## src/rtl/apb_periph_bank.sv

```systemverilog
// apb_periph_bank: three-slot APB slave bank (register file, down-counting timer, FIFO)
// Every access completes in the setup/enable pair; reads are combinational, writes and pops commit on the enable edge.
module apb_periph_bank #(
  parameter int RF_DEPTH   = 16,
  parameter int FIFO_DEPTH = 8
) (
  input  logic        Hclk,
  input  logic        Hreset,
  input  logic [2:0]  Pselx,
  input  logic        Penable,
  input  logic        Pwrite,
  input  logic [31:0] Paddr,
  input  logic [31:0] Pwdata,
  output logic [31:0] Prdata,
  output logic        Pirq
);
  localparam int AW = $clog2(FIFO_DEPTH);
  logic [3:0] idx;
  logic valid, wr, rd_com, s0, s1, s2;
  logic unused_addr;
  assign idx = Paddr[5:2];
  assign unused_addr = ^{Paddr[31:6], Paddr[1:0]};
  assign valid = (Pselx == 3'b001) || (Pselx == 3'b010) || (Pselx == 3'b100);
  assign s0 = valid & Pselx[0];
  assign s1 = valid & Pselx[1];
  assign s2 = valid & Pselx[2];
  assign wr = valid & Penable & Pwrite;
  assign rd_com = valid & Penable & ~Pwrite;
  logic [31:0] rf_q [RF_DEPTH];
  logic [31:0] rf_d [RF_DEPTH];
  logic        rf_hit;
  assign rf_hit = 32'(idx) < RF_DEPTH;
  logic        en_q, en_d, auto_q, auto_d, ie_q, ie_d, exp_q, exp_d;
  logic [31:0] load_q, load_d, count_q, count_d;
  logic [31:0]   mem_q [FIFO_DEPTH];
  logic [31:0]   mem_d [FIFO_DEPTH];
  logic [AW-1:0] wp_q, wp_d, rp_q, rp_d;
  logic [AW:0]   cnt_q, cnt_d;
  logic          ovf_q, ovf_d, unf_q, unf_d;
  logic          empty, full, push_req, pop_req, push, pop;
  assign empty    = cnt_q == '0;
  assign full     = cnt_q == (AW+1)'(FIFO_DEPTH);
  assign push_req = wr & s2 & (idx == 4'd0);
  assign pop_req  = rd_com & s2 & (idx == 4'd0);
  assign push     = push_req & ~full;
  assign pop      = pop_req & ~empty;
  always_comb begin
    rf_d = rf_q;
    if (wr && s0 && rf_hit) rf_d[idx] = Pwdata;
  end
  // Order matters: W1C first so a same-edge expiry wins; CTRL/LOAD writes last so they win over the timer.
  always_comb begin
    en_d    = en_q;
    auto_d  = auto_q;
    ie_d    = ie_q;
    load_d  = load_q;
    count_d = count_q;
    exp_d   = exp_q;
    if (wr && s1 && idx == 4'd3 && Pwdata[0]) exp_d = 1'b0;
    if (en_q) begin
      if (count_q != '0) count_d = count_q - 32'd1;
      else begin
        exp_d = 1'b1;
        if (auto_q) count_d = load_q;
        else en_d = 1'b0;
      end
    end
    if (wr && s1 && idx == 4'd0) {ie_d, auto_d, en_d} = Pwdata[2:0];
    if (wr && s1 && idx == 4'd1) begin
      load_d  = Pwdata;
      count_d = Pwdata;
    end
  end
  always_comb begin
    mem_d = mem_q;
    if (push) mem_d[wp_q] = Pwdata;
    wp_d  = wp_q + AW'(push);
    rp_d  = rp_q + AW'(pop);
    cnt_d = cnt_q + (AW+1)'(push) - (AW+1)'(pop);
    ovf_d = (ovf_q & ~(wr & s2 & idx == 4'd1 & Pwdata[6])) | (push_req & full);
    unf_d = (unf_q & ~(wr & s2 & idx == 4'd1 & Pwdata[7])) | (pop_req & empty);
  end
  always_ff @(posedge Hclk or posedge Hreset) begin
    if (Hreset) begin
      rf_q    <= '{default: '0};
      en_q    <= 1'b0;
      auto_q  <= 1'b0;
      ie_q    <= 1'b0;
      exp_q   <= 1'b0;
      load_q  <= '0;
      count_q <= '0;
      mem_q   <= '{default: '0};
      wp_q    <= '0;
      rp_q    <= '0;
      cnt_q   <= '0;
      ovf_q   <= 1'b0;
      unf_q   <= 1'b0;
    end else begin
      rf_q    <= rf_d;
      en_q    <= en_d;
      auto_q  <= auto_d;
      ie_q    <= ie_d;
      exp_q   <= exp_d;
      load_q  <= load_d;
      count_q <= count_d;
      mem_q   <= mem_d;
      wp_q    <= wp_d;
      rp_q    <= rp_d;
      cnt_q   <= cnt_d;
      ovf_q   <= ovf_d;
      unf_q   <= unf_d;
    end
  end
  logic [31:0] rf_rd, tmr_rd, fifo_rd, fifo_status;
  assign fifo_status = {24'b0, unf_q, ovf_q, full, empty, 4'(cnt_q)};
  always_comb begin
    rf_rd   = rf_hit ? rf_q[idx] : '0;
    tmr_rd  = idx == 4'd0 ? {29'b0, ie_q, auto_q, en_q} :
              idx == 4'd1 ? load_q :
              idx == 4'd2 ? count_q :
              idx == 4'd3 ? {31'b0, exp_q} : '0;
    fifo_rd = idx == 4'd0 ? (empty ? '0 : mem_q[rp_q]) :
              idx == 4'd1 ? fifo_status : '0;
    Prdata  = !(valid && !Pwrite) ? '0 : s0 ? rf_rd : s1 ? tmr_rd : fifo_rd;
  end
  assign Pirq = (exp_q & ie_q) | ovf_q | unf_q;
endmodule

```

## config.mk

```make
export PLATFORM = sky130hd
export DESIGN_NAME = apb_periph_bank
export DESIGN_NICKNAME = d
export VERILOG_FILES = /design/src/rtl/apb_periph_bank.sv
export SDC_FILE = /design/constraint.sdc
export NUM_CORES = 2
export LEC_CHECK = 0
export ABC_CLOCK_PERIOD_IN_PS = 48600
export CORE_MARGIN = 4
export CORE_UTILIZATION = 35
export DETAILED_ROUTE_END_ITERATION = 16
export PLACE_DENSITY = 0.48
export SYNTH_ARGS = -nofsm -noshare
export SYNTH_HDL_FRONTEND = slang
export SYNTH_SLANG_ARGS = --single-unit
```

## constraint.sdc

```tcl
create_clock -name Hclk -period 48.6 [get_ports Hclk]
set_input_delay 7.29 -clock Hclk [delete_from_list [all_inputs] [get_ports Hclk]]
set_output_delay 7.29 -clock Hclk [all_outputs]
set_load 0.01 [all_outputs]
```

==> flow_summary_export.csv <==
group,metric,value,unit
run,drv_cap,0,
clocking,clk_pin_slew,0.06,ns
setup_path,worst-path-max-fanout,24,
logic_synthesis,synth_edf_count,0,
logic_synthesis,synthesis.instances,2763,
power,combPwrFrac,11.7,%
placed_design,gp_congestion,0.799,
logic_synthesis,yosysTopAreaCell,"dfrtp_1",
min_path,hp-start,"rf_q[27]$_DFFE_PP0P_",
min_path,hold_path_class,"reg -> reg",
cells_and_area,seq_area,0.0212,mm^2
setup_path,end_kind,"output port",
floorplanning,die_h,346,um
power,switching_share,26.4,%
cells_and_area,final_nets,2828,
logic_synthesis,synthTopCellsByArea,"dfrtp_1, mux2_2, mux4_2, nand2_1, buf_2",
detailed_routing,finalWirelength,113,mm
detailed_routing,post_drt_wl_per_cell,26.1,um
detailed_routing,viasPerCell,5.52,
power,pwr_density_cell,37.2,mW/mm^2
setup_path,r2r_cells,6,
cells_and_area,multi_input_area,0.0177,mm^2
setup_path,worstSetupStartpointType,"input port",
sta,slew_violations,0,
sta,hold_viol_final,0,
logic_synthesis,synth_most_common_cell,"dfrtp_1",
logic_synthesis,synth-main-ff-cell,"dfrtp_1",
grt,use_met1,25.9,%
cells_and_area,area_growth,13.1,%
setup_path,r2r_start,"count_q[14]$_DFFE_PP0P_",
setup_path,crit_type,"in -> out",
grt,grt_pass1_wl,172,mm
grt,use_met2,30.6,%
sta,tns,0,ns
sta,holdWs,0.482,ns
logic_synthesis,avgSynthCellArea,14.5,um^2
clocking,clk_latency,0.67,ns
cells_and_area,fillerInstances,10445,
power,p_sw,0.000445,W
logic_synthesis,synth_area,0.0400,mm^2
logic_synthesis,yosys_warnings,0,
min_path,hold_end,"rf_q[27]$_DFFE_PP0P_",
logic_synthesis,ys_seq_area_share,53.0,%
detailed_routing,drt_pass1_iterations,5,
setup_path,worstReg2RegEnd,"count_q[18]$_DFFE_PP0P_",
logic_synthesis,synthArstFlopShare,100,%
detailed_routing,drc,0,
setup_path,cp.arrival,11.22,ns
placed_design,port_buffers,75,
min_path,hold_depth,1,
logic_synthesis,ys_seq_elements,848,
clocking,cts_buffers,96,
grt,track_usage,18.8,%
grt,busiest_layer,"met2",
outcome,status,"complete, no violations",
sta,setup_viol,0,
detailed_routing,drt.antenna.violating_nets,0,
sta,rsz0062_at_grt,"false",
power,p_int,0.00124,W
grt,gr-total-overflow,0,
floorplanning,start_util,35.4,%
clocking,cts_tree,"yes",
sta,finalClockSkew,0.0232,ns
detailed_routing,vias,23830,
placed_design,dp_hpwl,67.9,mm
detailed_routing,dr.first_iter.drc_count,1540,
clocking,root_buffer,"clkbuf_16",
clocking,cts.sinks,848,
logic_synthesis,netlist_top_cells_count,"dfrtp_1, mux2_2, mux4_2",
clocking,ctsLongestPathBuffers,3,
clocking,ctsHoldBuffers,0,
grt,grt_pass1_vias,26068,
setup_path,crit_required,41.31,ns
grt,antenna_found_initial,4,
logic_synthesis,yosysTopAreaCellShare,53.0,%
grt,gr-usage-met3,3.02,%
power,ir_drop,25.2,uV
sta,fin_crit,18.51,ns
clocking,postCtsSetupRepairBufs,0,
sta,timing.fmax,0.0540,GHz
floorplanning,dieArea,0.120,mm^2
clocking,htreeDepth,3,
power,pwr-share-clk,42.0,%
setup_path,rrSetupSlack,45.48,ns
power,p_seq_share,46.3,%
power,leakage,20.8,nW
sta,max_slew_margin,16.6,%
cells_and_area,layout-drive-gt1-share,43.7,%
logic_synthesis,synth_cell_types,69,
grt,grt_max_degree,138,
logic_synthesis,syn_nets,2845,
floorplanning,rows,123,
clocking,ctsResizeCount,0,
sta,timing.final.crit_share,38.1,%
sta,worst_pin_slew,1.25,ns
floorplanning,io_pins,104,
floorplanning,die_width,346,um
setup_path,timing.critical_path.from,"Paddr[4]",
floorplanning,core-area,0.113,mm^2
## cell type report
class | count | share of cell area, %
multi-input combinational | 1625 | 39.1
inverter | 38 | 0.335
antenna | 3 | 0.0166
timing repair buffer | 137 | 2.68
clock buffer | 149 | 6.35
tap | 1500 | 4.15
clock inverter | 19 | 0.442
sequential | 848 | 46.9
## flip-flops by register name, indices dropped and copies added (netlist names)
signal   count
rf_q       512
ovf_q        1
wp_q         3
mem_q      256
rp_q         3
en_q         1
unf_q        1
exp_q        1
auto_q       1
count_q     32
ie_q         1
load_q      32
cnt_q        4
## critical path, stage by stage
cell	delay (ns)
clkdlybuf4s50_1	0.40
buf_4	0.26
or4_1	0.70
nor2_1	0.18
nand2_1	0.43
buf_4	0.42
o221ai_1	0.18
nand2_1	0.11
a21oi_1	0.54
clkdlybuf4s50_1	0.65
## metal layers
metal  part of all wire [%]  vias up
li1                       -    10209
met1                     45    12949
met2                     47      507
met3                    4.3      163
met4                    3.3        2
met5                  0.012        -
## per-stage QoR
stage	instance area (um^2)	utilization [%]	worst slack [ns]	power, W	std cells
after detailed placement	42200	37.3	30.08	0.000990	4148
after global placement	42200	37.3	30.07	0.000984	4148
final	45200	40.1	30.09	0.00168	4319
after global routing	45200	40.1	29.94	0.00176	4316
after floorplan	40000	-	17.48	0.000932	2763
after CTS	45200	40.1	30.06	0.00171	4316
## cells by family (layout without fill, tap and decap cells)
family          after synthesis  count (layout)  share of synthesized area, %
mux                        1021            1021                          34.7
xor+xnor                     24              24                         0.525
flops                       848             848                          53.0
buf+inv                     290             343                          3.11
fa+ha+maj                    11              11                         0.363
simple gates                365             365                          4.60
other cells                   0               3                             0
compound gates              204             204                          3.62
## power by group through the flow
| stage | sequential, W | clock, W | combinational [W] |
|---|---|---|---|
| after global routing | 0.000785 | 0.000757 | 0.000219 |
| after detailed placement | 0.000792 | 0 | 0.000198 |
| final | 0.000780 | 0.000707 | 0.000197 |
| after CTS | 0.000779 | 0.000728 | 0.000199 |
| after floorplan | 0.000778 | 0 | 0.000154 |
| after global placement | 0.000789 | 0 | 0.000194 |
## worst max-delay path by stage
| stage | end | cells past startpoint |
|---|---|---|
| 6_report | Prdata[10] | 10 |
| 5_1_grt | Prdata[10] | 10 |
| 4_1_cts | Prdata[10] | 10 |
| 3_5_place_dp | Prdata[10] | 10 |
| 3_3_place_gp | Prdata[10] | 10 |
| 2_1_floorplan | auto_q$_DFFE_PP0P_ | 1 |
## layout by cell type (no fill, tap or decap), types with 31 or more instances in the layout
master           Yosys  final
mux2i_1             32     32
mux2_2             757    757
clkdlybuf4s50_1      0     71
dfrtp_1            848    845
a22oi_1             39     39
mux4_2             217    217
a21oi_1             53     53
inv_1               37     36
nand2_1            186    184
buf_4                1     62
o221ai_1            31     31
clkbuf_16            0     98
No activity file was read; power rests on OpenSTA's default activity.
